$ cat config.mk
export PLATFORM = sky130hd
export DESIGN_NAME = shift_add_mult_16x16_flat
export DESIGN_NICKNAME = d
export VERILOG_FILES = /design/src/rtl/shift_add_mult_16x16_if.sv /design/src/rtl/shift_add_mult_16x16.sv /design/src/flat_wrapper.sv
export SDC_FILE = /design/constraint.sdc
export NUM_CORES = 1
export LEC_CHECK = 0
export ABC_AREA = 0
export BUFFER_PORTS_ARGS = -buffer_cell sky130_fd_sc_hd__buf_4
export CAP_MARGIN = 20
export CORE_MARGIN = 2
export CORE_UTILIZATION = 59
export CTS_CLUSTER_DIAMETER = 60
export DETAILED_ROUTE_END_ITERATION = 8
export HOLD_SLACK_MARGIN = 0.15
export PLACE_DENSITY_LB_ADDON = 0.08
export SKIP_LAST_GASP = 1
export SYNTH_ARGS = -nofsm -noshare
export SYNTH_HDL_FRONTEND = slang
export SYNTH_HIERARCHICAL = 1
export SYNTH_SLANG_ARGS = --single-unit
$ cat constraint.sdc
create_clock -name clk -period 14.3 [get_ports clk]
set_clock_uncertainty 0.2 [all_clocks]
set_input_delay 2.145 -clock clk [delete_from_list [all_inputs] [get_ports clk]]
set_output_delay 2.145 -clock clk [all_outputs]
set_load 0.01 [all_outputs]
$ cat src/rtl/shift_add_mult_16x16_if.sv
// rtl/shift_add_mult_16x16_if.sv - request/result bundle for the 16x16 shift-add multiplier
//
// Purpose: groups the start/operand request and the busy/done/product result of
//          shift_add_mult_16x16 so that both sides bind through modports.
// Signals:
//   start    master->slave  1   request to begin a multiply
//   a        master->slave  16  multiplicand, unsigned
//   b        master->slave  16  multiplier, unsigned
//   busy     slave->master  1   multiply in progress
//   done     slave->master  1   one-cycle completion pulse
//   product  slave->master  32  product of the last completed multiply
interface shift_add_mult_16x16_if;
  logic        start;
  logic [15:0] a;
  logic [15:0] b;
  logic        busy;
  logic        done;
  logic [31:0] product;

  modport master (
    output start,
    output a,
    output b,
    input  busy,
    input  done,
    input  product
  );

  modport slave (
    input  start,
    input  a,
    input  b,
    output busy,
    output done,
    output product
  );
endinterface

$ cat src/rtl/shift_add_mult_16x16.sv
// rtl/shift_add_mult_16x16.sv - sequential 16x16 unsigned shift-and-add multiplier
//
// Purpose: multiplies two 16-bit unsigned operands in a fixed 16-cycle CALC phase,
//          accumulating partial products through a single 32-bit ripple-carry adder.
// Ports (shift_add_mult_16x16):
//   clk    in   1   sole clock, rising edge
//   rst_n  in   1   asynchronous active-low reset
//   bus    slave modport of shift_add_mult_16x16_if (start/a/b in, busy/done/product out)
// Ports (rca_32bit):
//   in1, in2  in   32  addends
//   cin       in   1   carry in
//   sum       out  32  in1 + in2 + cin, low 32 bits
//   cout      out  1   carry out of bit 31

module rca_32bit (
  input  logic [31:0] in1,
  input  logic [31:0] in2,
  input  logic        cin,
  output logic [31:0] sum,
  output logic        cout
);
  // Explicit bit-serial carry chain; carry is a procedural local so the chain
  // stays a single combinational evaluation.
  always_comb begin
    logic carry;
    carry = cin;
    sum   = '0;
    for (int i = 0; i < 32; i++) begin
      sum[i] = in1[i] ^ in2[i] ^ carry;
      carry  = (in1[i] & in2[i]) | (in1[i] & carry) | (in2[i] & carry);
    end
    cout = carry;
  end
endmodule

module shift_add_mult_16x16 (
  input  logic                   clk,
  input  logic                   rst_n,
  shift_add_mult_16x16_if.slave  bus
);
  typedef enum logic [1:0] {
    IDLE = 2'd0,
    CALC = 2'd1,
    DONE = 2'd2
  } state_t;

  state_t      state_q;
  logic [31:0] mcand_q;
  logic [15:0] mplier_q;
  logic [31:0] acc_q;
  logic [3:0]  count_q;
  logic [31:0] product_q;
  logic        busy_q;
  logic        done_q;

  logic [31:0] adder_sum;
  logic        adder_cout;
  logic [31:0] acc_d;

  // cout cannot be 1 during CALC since every partial sum fits in 32 bits;
  // outside CALC the adder output is not consumed.
  rca_32bit u_adder (
    .in1  (acc_q),
    .in2  (mcand_q),
    .cin  (1'b0),
    .sum  (adder_sum),
    .cout (adder_cout)
  );

  // Accumulate only when the current multiplier bit is set.
  assign acc_d = mplier_q[0] ? adder_sum : acc_q;

  always_ff @(posedge clk or negedge rst_n) begin
    if (!rst_n) begin
      state_q   <= IDLE;
      mcand_q   <= '0;
      mplier_q  <= '0;
      acc_q     <= '0;
      count_q   <= '0;
      product_q <= '0;
      busy_q    <= 1'b0;
      done_q    <= 1'b0;
    end else begin
      case (state_q)
        IDLE: begin
          done_q <= 1'b0;
          if (bus.start) begin
            mcand_q  <= {16'b0, bus.a};
            mplier_q <= bus.b;
            acc_q    <= '0;
            count_q  <= '0;
            busy_q   <= 1'b1;
            state_q  <= CALC;
          end
        end
        CALC: begin
          // Fixed 16 iterations regardless of operand values.
          acc_q    <= acc_d;
          mcand_q  <= {mcand_q[30:0], 1'b0};
          mplier_q <= {1'b0, mplier_q[15:1]};
          count_q  <= count_q + 4'd1;
          if (count_q == 4'd15) begin
            product_q <= acc_d;
            busy_q    <= 1'b0;
            done_q    <= 1'b1;
            state_q   <= DONE;
          end
        end
        DONE: begin
          done_q  <= 1'b0;
          state_q <= IDLE;
        end
        default: begin
          busy_q  <= 1'b0;
          done_q  <= 1'b0;
          state_q <= IDLE;
        end
      endcase
    end
  end

  assign bus.busy    = busy_q;
  assign bus.done    = done_q;
  assign bus.product = product_q;
endmodule

$ cat src/flat_wrapper.sv
// flat-port wrapper written by rule: the top's interface ports become plain ports
module shift_add_mult_16x16_flat 
  (clk, rst_n, bus_start, bus_a, bus_b, bus_busy, bus_done, bus_product);
  shift_add_mult_16x16_if bus_i ();
  input  logic clk;
  input  logic rst_n;
  input wire logic [$bits(bus_i.start)-1:0] bus_start;
  input wire logic [$bits(bus_i.a)-1:0] bus_a;
  input wire logic [$bits(bus_i.b)-1:0] bus_b;
  output wire logic [$bits(bus_i.busy)-1:0] bus_busy;
  output wire logic [$bits(bus_i.done)-1:0] bus_done;
  output wire logic [$bits(bus_i.product)-1:0] bus_product;
  assign bus_i.start = bus_start;
  assign bus_i.a = bus_a;
  assign bus_i.b = bus_b;
  assign bus_busy = bus_i.busy;
  assign bus_done = bus_i.done;
  assign bus_product = bus_i.product;
  shift_add_mult_16x16 u_core (.clk(clk), .rst_n(rst_n), .bus(bus_i));
endmodule
Word level (Yosys, flattened, before mapping)
Cells that the tools add are included.
{ "op_classes": {"eq_ne": 5, "n_bitwise": 215, "n_mux": 17, "addsub": 1, "reduce_logical": 6} }
{ "ops": {"columns": ["operator", "count"], "rows": [
  ["one-hot mux 32 bit (2 select lines)", 2],
  ["two-way mux 32 bit", 3],
  ["AND 1 bit", 91],
  ["bitwise XOR 1 bit", 63],
  ["OR 1 bit", 60],
  ["one-hot mux 16 bit (2 select lines)", 1],
  ["two-way mux 16 bit", 1],
  ["one-hot mux 4 bit (2 select lines)", 1],
  ["AND reduction 2 bit", 3],
  ["adder 4 x 1 -> 4 bit, second input constant", 1],
  ["== test 4 bit, second input constant", 1],
  ["two-way mux 1 bit", 4],
  ["two-way mux 2 bit", 2],
  ["two-way mux 4 bit", 1],
  ["one-hot mux 2 bit (2 select lines)", 1],
  ["one-hot mux 1 bit (3 select lines)", 1],
  ["AND reduction 3 bit", 1],
  ["== test 2 x 1 -> 1 bit, second input constant", 1],
  ["== test 2 bit, second input constant", 1],
  ["zero test 2 bit", 1],
  ["!= test 2 x 1 -> 1 bit, second input constant", 1],
  ["!= test 2 bit, second input constant", 1],
  ["nonzero test 2 bit", 1],
  ["NOT 1 bit", 1]
]} }
{ "totals": {"input_bits": 35, "reg_bits": 120, "out_inout_bits": 34} }

Logic depth before layout (Yosys ltp)
Gate-level depths: netlist of the first run.
{ "logic_depth": {"depth_word": 94, "ltp_mapped": 38, "depth_no_buf": 38} }

Cells and area by module
The synthesis of the first run kept the hierarchy.
{ "modules_own_cells": {"columns": ["module", "cells_per_inst", "area_per_inst_um2", "seq_area_each_um2", "n_inst"], "rows": [
  ["shift_add_mult_16x16", 419, 5411.4, 3002.9, 1],
  ["rca_32bit", 42, 678.2, 0.0, 1]
]} }

Worst setup path before layout of the first run
OpenSTA, ideal clock, no wires.
{ "synth_path": {"kind": "reg-to-reg", "start": "reg u_core.mcand_q[0]", "end": "reg u_core.product_q[31], in the netlist u_core/bus.product[31]", "arrival_time_ns": 12.803, "setup_slack_ns": 1.170, "path_buffers": 0, "stages_incl_launch_ff": 39, "cell_sequence": "dfrtp_1 > inv_1 > fa_1 > inv_1 > fa_1 > fa_1 > fa_1 > fa_1 > fa_1 > fa_1 > fa_1 > fa_1 > fa_1 > fa_1 > fa_1 > fa_1 > fa_1 > fa_1 > (+3 left out) > fa_1 > fa_1 > fa_1 > fa_1 > fa_1 > fa_1 > fa_1 > fa_1 > fa_1 > fa_1 > fa_1 > fa_1 > fa_1 > inv_1 > fa_1 > inv_1 > mux2_1 > mux2_1"} }
{ "synth_via": {"elab_chain_cells": 93} }
{ "synth_rtl": {"columns": ["item", "line_no", "rtl"], "rows": [
  ["start, declared", "shift_add_mult_16x16.sv:48", "logic [31:0] mcand_q;"],
  ["start signal, assigned", "shift_add_mult_16x16.sv:88", "mcand_q <= {16'b0, bus.a};"],
  ["start signal, assigned", "shift_add_mult_16x16.sv:99", "mcand_q <= {mcand_q[30:0], 1'b0};"],
  ["AND 1 bit (*)", "shift_add_mult_16x16.sv:30", "carry = (in1[i] & in2[i]) | (in1[i] & carry) | (in2[i] & carry);"],
  ["AND 1 bit", "shift_add_mult_16x16.sv:30", null],
  ["OR 1 bit", "shift_add_mult_16x16.sv:30", null],
  ["OR 1 bit (*)", "shift_add_mult_16x16.sv:30", null],
  ["AND 1 bit", "shift_add_mult_16x16.sv:30", null],
  ["OR 1 bit", "shift_add_mult_16x16.sv:30", null],
  ["OR 1 bit (*)", "shift_add_mult_16x16.sv:30", null],
  ["AND 1 bit", "shift_add_mult_16x16.sv:30", null],
  ["(+78 left out)", null, null],
  ["OR 1 bit", "shift_add_mult_16x16.sv:30", null],
  ["OR 1 bit (*)", "shift_add_mult_16x16.sv:30", null],
  ["AND 1 bit", "shift_add_mult_16x16.sv:30", null],
  ["OR 1 bit", "shift_add_mult_16x16.sv:30", null],
  ["OR 1 bit (*)", "shift_add_mult_16x16.sv:30", null],
  ["bitwise XOR 1 bit (*)", "shift_add_mult_16x16.sv:29", "sum[i] = in1[i] ^ in2[i] ^ carry;"],
  ["via u_core.adder_sum[31]", "shift_add_mult_16x16.sv:56", "logic [31:0] adder_sum;"],
  ["two-way mux 32 bit (*)", "shift_add_mult_16x16.sv:71", "assign acc_d = mplier_q[0] ? adder_sum : acc_q;"],
  ["end signal, assigned", "shift_add_mult_16x16.sv:80", "product_q <= '0;"],
  ["end signal, assigned", "shift_add_mult_16x16.sv:103", "product_q <= acc_d;"],
  ["end, declared", "shift_add_mult_16x16.sv:52", "logic [31:0] product_q;"]
]} }
Mark *: on every way through the listed nets, which the timed path passes. The rest lies on a longest branch.
A chain may end at the register's enable or synchronous reset.

Worst setup path after layout of the first run
Same ends and word-level chain as after synthesis.

==> results by group, run 1 <==
Power and ir drop
  • Power per unit of standard cell area: 232 mW/mm2
  • Power dissipated by switching net loads: 0.579 mW
  • Sequential Power Share: 0.359
  • Power Internal: 1.07 mW
  • Power share of the combinational group: 0.400
  • Worst supply voltage drop on vdd: 0.115 mV
  • Switching Share: 0.350
  • Clock network fraction of total power: 0.241
  • Leakage power total: between 3 and 4 nW

Place
  • Placer congestion estimate: about 0.76
  • Number of port buffers: 68
  • Half-perimeter wire length after placement: 7.47 mm

Routing
  • DRT Pass-1 Iters: 4
  • DR DRC count: 0
  • 1st-iter DRT viols: roughly 200
  • Vias per std cell: between 5 and 6
  • Average detailed-routed wire length per instance: 18.4 um
  • WL final: 12.2 mm
  • Total number of vias: roughly 3900
  • Final ANT Viol Nets: 0

Global route
  • Number of antenna violations at the first check in global routing: 0
  • Maximum number of pins on one net before global-route repair: a little over 70
  • Total grt overflow: 0
  • Wire length of the first global-routing pass: 20.7 mm
  • Global routing usage summed across all routing layers: 0.239
  • Via count of the first global-routing pass: between 4000 and 5000

STA
  • Max Transition Viols Final: 0
  • Endpoints failing hold: 0
  • Crit path time final: about 14 ns
  • Achievable frequency: approximately 73 MHz
  • Unrepaired setup endpoints after global routing: false
  • Final count of negative-setup-slack endpoints: 0
  • Worst slew slack as a fraction of its limit: 0.256
  • Tcrit/Tclk final: 0.962
  • Transition time of the tightest slew-check pin: roughly 1.1 ns
  • Setup Total Neg Slack: 0 ns
  • Post-route worst hold slack: 0.288 ns

Critical path
  • Origin of the worst setup path: u_core/mcand_q[0]
  • Buffers & Inverters on Critical Path: 4
  • Cell mode on critical path: fa_1
  • Data arrival time of the critical path: 13.95 ns
  • Kind of cell with the highest combined delay on the critical path: adder cells
  • Setup crit start kind: register
  • CP endpoint kind: register
  • Worst endpoint required time: between 10 and 15 ns
  • Critical path type: register to register
  • Reg-to-Reg Start: u_core/mcand_q[0]
  • Delay of the slowest cell on the worst path: about 0.43 ns
  • Max FO, Critical Path: 4
  • Worst-path cell with the longest stage delay: fa_1

Floorplanning
  • Total I/O pin count: between 60 and 70
  • Die Outline Area: 0.0111 mm2
  • Die height: approximately 110 um
  • Die Span X: around 110 um
  • Area of the core: between 0.01 and 0.015 mm2
  • Number of rows in the core area: 37
  • Starting density of the core: 0.598

Clock network
  • Number of sinks handled by clock tree synthesis: between 100 and 150
  • Clock-pin transition on the worst setup and hold timing paths: about 0.06 ns
  • Htree depth: 4
  • Number of buffers on the longest clock path: 2
  • Resized cells post-CTS: 0
  • Inserted Clock Buffers: 17
  • Number of buffers inserted to repair setup after CTS: 0
  • Skew-Pair Late Insertion Delay: about 0.52 ns
  • Buffer type at the clock tree root: clkbuf_8
  • TritonCTS clock tree: built
  • Number of buffers inserted for hold repair after clock tree synthesis: 0

Final layout
  • Relative area change from synthesis to final layout: 17.1%
  • Commonest non-fill, non-tap cells in the layout: dfrtp_1, buf_4, a22o_1
  • Count of antenna diodes in the layout: 0
  • Leading cell type in the layout, fill and taps excluded: dfrtp_1
  • Nets: a little under 600
  • Ratio of cells with drive above 1 in the final layout: 0.319

Hold path
  • Min-Delay Path Class: register to register
  • Launch point of the worst hold path: u_core/mplier_q[1]

Yosys
  • Nets in the synthesized netlist: roughly 530
  • Yosys warning total: 6
  • Cell area after synthesis: 0.00609 mm2
  • Post-Synthesis Mean Instance Area: around 13 um2
  • Gate Count Post-Synth: 460

Job
  • Reported max-cap violation count: 0

Run status
  • Run status: completed
-- final timing paths --
| kind | end | slack [ns] | cells past startpoint |
|---|---|---|---|
| max in group asynchronous | u_core/mplier_q[7] | 11.18 | 2 |
| setup / recovery | u_core/bus.product[31] | 0.55 | 38 |
| min in group asynchronous | u_core/bus.product[15] | 1.53 | 1 |
| hold / removal | u_core/mplier_q[1] | 0.29 | 2 |
| setup reg to reg | u_core/bus.product[31] | 0.55 | 38 |
| hold reg to reg | u_core/mplier_q[1] | 0.29 | 2 |
-- sequential cells by signal, indices dropped and copies added, names as in the netlist --
name                count
u_core/acc_q           32
u_core/bus.product     32
u_core/mcand_q         32
u_core/mplier_q        16
u_core/count_q          4
u_core/state_q          2
u_core/bus.busy         1
u_core/bus.done         1
-- power groups by stage --
stage / Sequential (mW) / Clock, mW / Combinational (mW)
floorplan: 0.590 / 0 / 0.488
finish: 0.593 / 0.399 / 0.661
CTS: 0.595 / 0.405 / 0.665
global route: 0.617 / 0.424 / 0.731
detailed placement: 0.597 / 0 / 0.656
global placement: 0.591 / 0 / 0.639
-- layer usage --
| metal | track usage | up-vias | share of wire |
|---|---|---|---|
| met5 | 0 | - | 0 |
| met4 | 0.0771 | 0 | 0.011 |
| met3 | 0.0656 | 13 | 0.050 |
| met2 | 0.347 | 100 | 0.46 |
| met1 | 0.353 | 1991 | 0.48 |
| li1 | - | 1771 | - |
-- worst reg2reg max path: cells and delay by family, from the launching register on --
| kind | cells | cell delay [ns] |
|---|---|---|
| multiplexers | 2 | 0.56 |
| buffers and inverters | 4 | 0.27 |
| adder cells (fa/ha/maj) | 32 | 12.21 |
| flip-flops | 1 | 0.41 |
-- through the flow --
| step | power [mW] | cell area, um2 | cells | setup WS (ns) | utilization |
|---|---|---|---|---|---|
| 4_1_cts | 1.67 | 7110 | 664 | 0.593 | 0.698 |
| 5_1_grt | 1.77 | 7130 | 665 | 0.162 | 0.700 |
| 3_5_place_dp | 1.25 | 6550 | 633 | 0.667 | 0.643 |
| 3_3_place_gp | 1.23 | 6550 | 633 | 0.841 | 0.643 |
| 6_report | 1.65 | 7130 | 665 | 0.547 | 0.700 |
| 2_1_floorplan | 1.08 | 6090 | 460 | 1.17 | - |
-- layout make-up --
cell class | count | area, um2
clock buffer | 23 | 487
clock inverter | 8 | 70.1
fill | 740 | 3060
inverter | 11 | 41.3
multi-input combinational | 292 | 2780
sequential | 120 | 3000
tap | 136 | 170
timing repair buffer | 75 | 571
Power figures use the tool's default switching activity.
==> run 2: changes to the inputs <==
Settings changed: MAX_ROUTING_LAYER set to met4.
==> run 2 against run 1 <==
Against the previous run:
- first-iteration DRC count is 6.8% higher
- clock power is essentially flat
- combinational power about the same
- clock-buffer cell count is the same
- critical path depth did not move
- power about the same
- maximum frequency barely moved
- flip-flop and latch count stayed put
- non-clock buffer count unchanged
- global-route usage up 0.65 points
==> results by group, run 2 (synthesis gave the netlist of run 1 again) <==
Routing
  • Total number of vias: 3900
  • Average detailed-routed wire length per instance: 18.4 um
  • Final ANT Viol Nets: 0
  • Vias per std cell: around 6
  • WL final: approximately 12 mm
  • DRT Pass-1 Iters: 4
  • DR DRC count: 0
  • 1st-iter DRT viols: 219

Final layout
  • Filler cell count in the final layout: 740
  • Leading cell type in the layout, fill and taps excluded: dfrtp_1
  • Nets: around 600
  • Relative area change from synthesis to final layout: 17.1%
  • Ratio of cells with drive above 1 in the final layout: 0.319
  • Commonest non-fill, non-tap cells in the layout: dfrtp_1, buf_4, a22o_1
  • Final Instance Count excl. Fillers: roughly 670
  • Count of antenna diodes in the layout: 0

STA
  • Unrepaired setup endpoints after global routing: false
  • Max Transition Viols Final: 0
  • Transition time of the tightest slew-check pin: ~1.1 ns
  • Achievable frequency: around 73 MHz
  • Tcrit/Tclk final: 0.961
  • Crit path time final: 13.74 ns
  • Worst slew slack as a fraction of its limit: 0.269
  • Setup Total Neg Slack: 0 ns
  • Endpoints failing hold: 0
  • Final count of negative-setup-slack endpoints: 0

Power and ir drop
  • Switching Share: 0.350
  • Clock network fraction of total power: 0.241
  • Power per unit of standard cell area: 232 mW/mm2
  • Leakage power total: ~3.4 nW
  • Power dissipated by switching net loads: about 0.58 mW
  • Power Internal: ~1.1 mW
  • Post-layout total power: 1.65 mW
  • Power share of the combinational group: 0.401
  • Worst supply voltage drop on vdd: approximately 0.12 mV
  • Sequential Power Share: 0.359

Floorplanning
  • Total I/O pin count: 69
  • Die Span X: approximately 110 um
  • Die Outline Area: 0.0111 mm2
  • Number of rows in the core area: 37
  • Starting density of the core: 0.598
  • Die height: between 100 and 150 um
  • Area of the core: roughly 0.010 mm2

Clock network
  • Inserted Clock Buffers: 17
  • Buffer type at the clock tree root: clkbuf_8
  • TritonCTS clock tree: built
  • Number of buffers on the longest clock path: 2
  • Number of sinks handled by clock tree synthesis: 120
  • Clock-pin transition on the worst setup and hold timing paths: 0.06 ns
  • Resized cells post-CTS: 0
  • Number of buffers inserted to repair setup after CTS: 0
  • Number of buffers inserted for hold repair after clock tree synthesis: 0
  • Skew-Pair Late Insertion Delay: 0.52 ns
  • Htree depth: 4

Job
  • Reported max-cap violation count: 0

Critical path
  • Worst endpoint required time: roughly 15 ns
  • Max FO, Critical Path: 4
  • Worst-path cell with the longest stage delay: fa_1
  • CP endpoint kind: register
  • Cell mode on critical path: fa_1
  • Path depth of the worst reg2reg path: 38
  • Reg-to-Reg Start: u_core/mcand_q[0]
  • Register-to-register setup slack: 0.56 ns
  • Capture instance of the worst register-to-register path: u_core/bus.product[31]
  • Delay of the slowest cell on the worst path: around 0.43 ns
  • Setup crit start kind: register
  • Critical path type: register to register
  • Data arrival time of the critical path: ~14 ns

Global route
  • Via count of the first global-routing pass: 4034
  • Number of antenna violations at the first check in global routing: 0
  • Total grt overflow: 0
  • Global routing usage summed across all routing layers: 0.246
  • Maximum number of pins on one net before global-route repair: 71
  • Wire length of the first global-routing pass: about 21 mm

Run status
  • Run status: completed

Place
  • Half-perimeter wire length after placement: between 7 and 8 mm
  • Total instance count after detailed placement: roughly 630
  • Number of port buffers: a little under 70
  • Placer congestion estimate: just under 0.8

Hold path
  • Hold path depth: 2
  • Launch point of the worst hold path: u_core/mplier_q[1]
  • Min-Delay Path Class: register to register
  • Destination of the worst hold path: u_core/mplier_q[1]
## run 2: cell counts in the layout (fill, tap and decap cells not counted)
No cell type changed its count.
## run 2: worst max path at each step
| stage | startpoint | slack (ns) | to |
|---|---|---|---|
| detailed placement | u_core/mcand_q[0] | 0.67 | u_core/bus.product[31] |
| global placement | u_core/mcand_q[0] | 0.84 | u_core/bus.product[31] |
| finish | u_core/mcand_q[0] | 0.56 | u_core/bus.product[31] |
| CTS | u_core/mcand_q[0] | 0.59 | u_core/bus.product[31] |
| floorplan | u_core/mcand_q[0] | 1.17 | u_core/bus.product[31] |
| global route | u_core/mcand_q[0] | 0.16 | u_core/bus.product[31] |
## run 2: cell type report
type | count | area [um2] | area share
clock inverter | 8 | 70.1 | 0.00983
inverter | 11 | 41.3 | 0.00579
timing repair buffer | 75 | 571 | 0.0801
multi-input combinational | 292 | 2780 | 0.391
clock buffer | 23 | 487 | 0.0683
tap | 136 | 170 | 0.0239
sequential | 120 | 3000 | 0.421
## run 2: routing by layer
layer / track usage / up-vias / wire length (um)
li1: - / 1773 / -
met5: - / - / 0
met4: 0.0771 / 0 / 114
met1: 0.353 / 2028 / 5940
met2: 0.347 / 86 / 5740
met3: 0.0643 / 13 / 468
## run 2: per-stage QoR
stage | setup WS [ns] | hold WS [ns] | cell area (um2) | util
2_1_floorplan | 1.17 | 0.256 | 6090 | -
3_3_place_gp | 0.841 | 0.268 | 6550 | 0.643
3_5_place_dp | 0.667 | 0.281 | 6550 | 0.643
4_1_cts | 0.593 | 0.294 | 7110 | 0.698
5_1_grt | 0.162 | 0.323 | 7130 | 0.700
6_report | 0.557 | 0.291 | 7130 | 0.700
## run 2: power groups by stage
stage,registers (mW),logic [mW],clock network [mW]
final,0.594,0.663,0.398
after floorplan,0.590,0.488,0
after global routing,0.617,0.731,0.423
after CTS,0.595,0.665,0.405
after global placement,0.591,0.639,0
after detailed placement,0.597,0.656,0
## run 2: worst max-delay path, delay by kind of cell (launching register included)
family / cells / cell delay, ns
fa+ha+maj: 32 / 12.19
mux: 2 / 0.56
flops: 1 / 0.41
buf+inv: 4 / 0.26
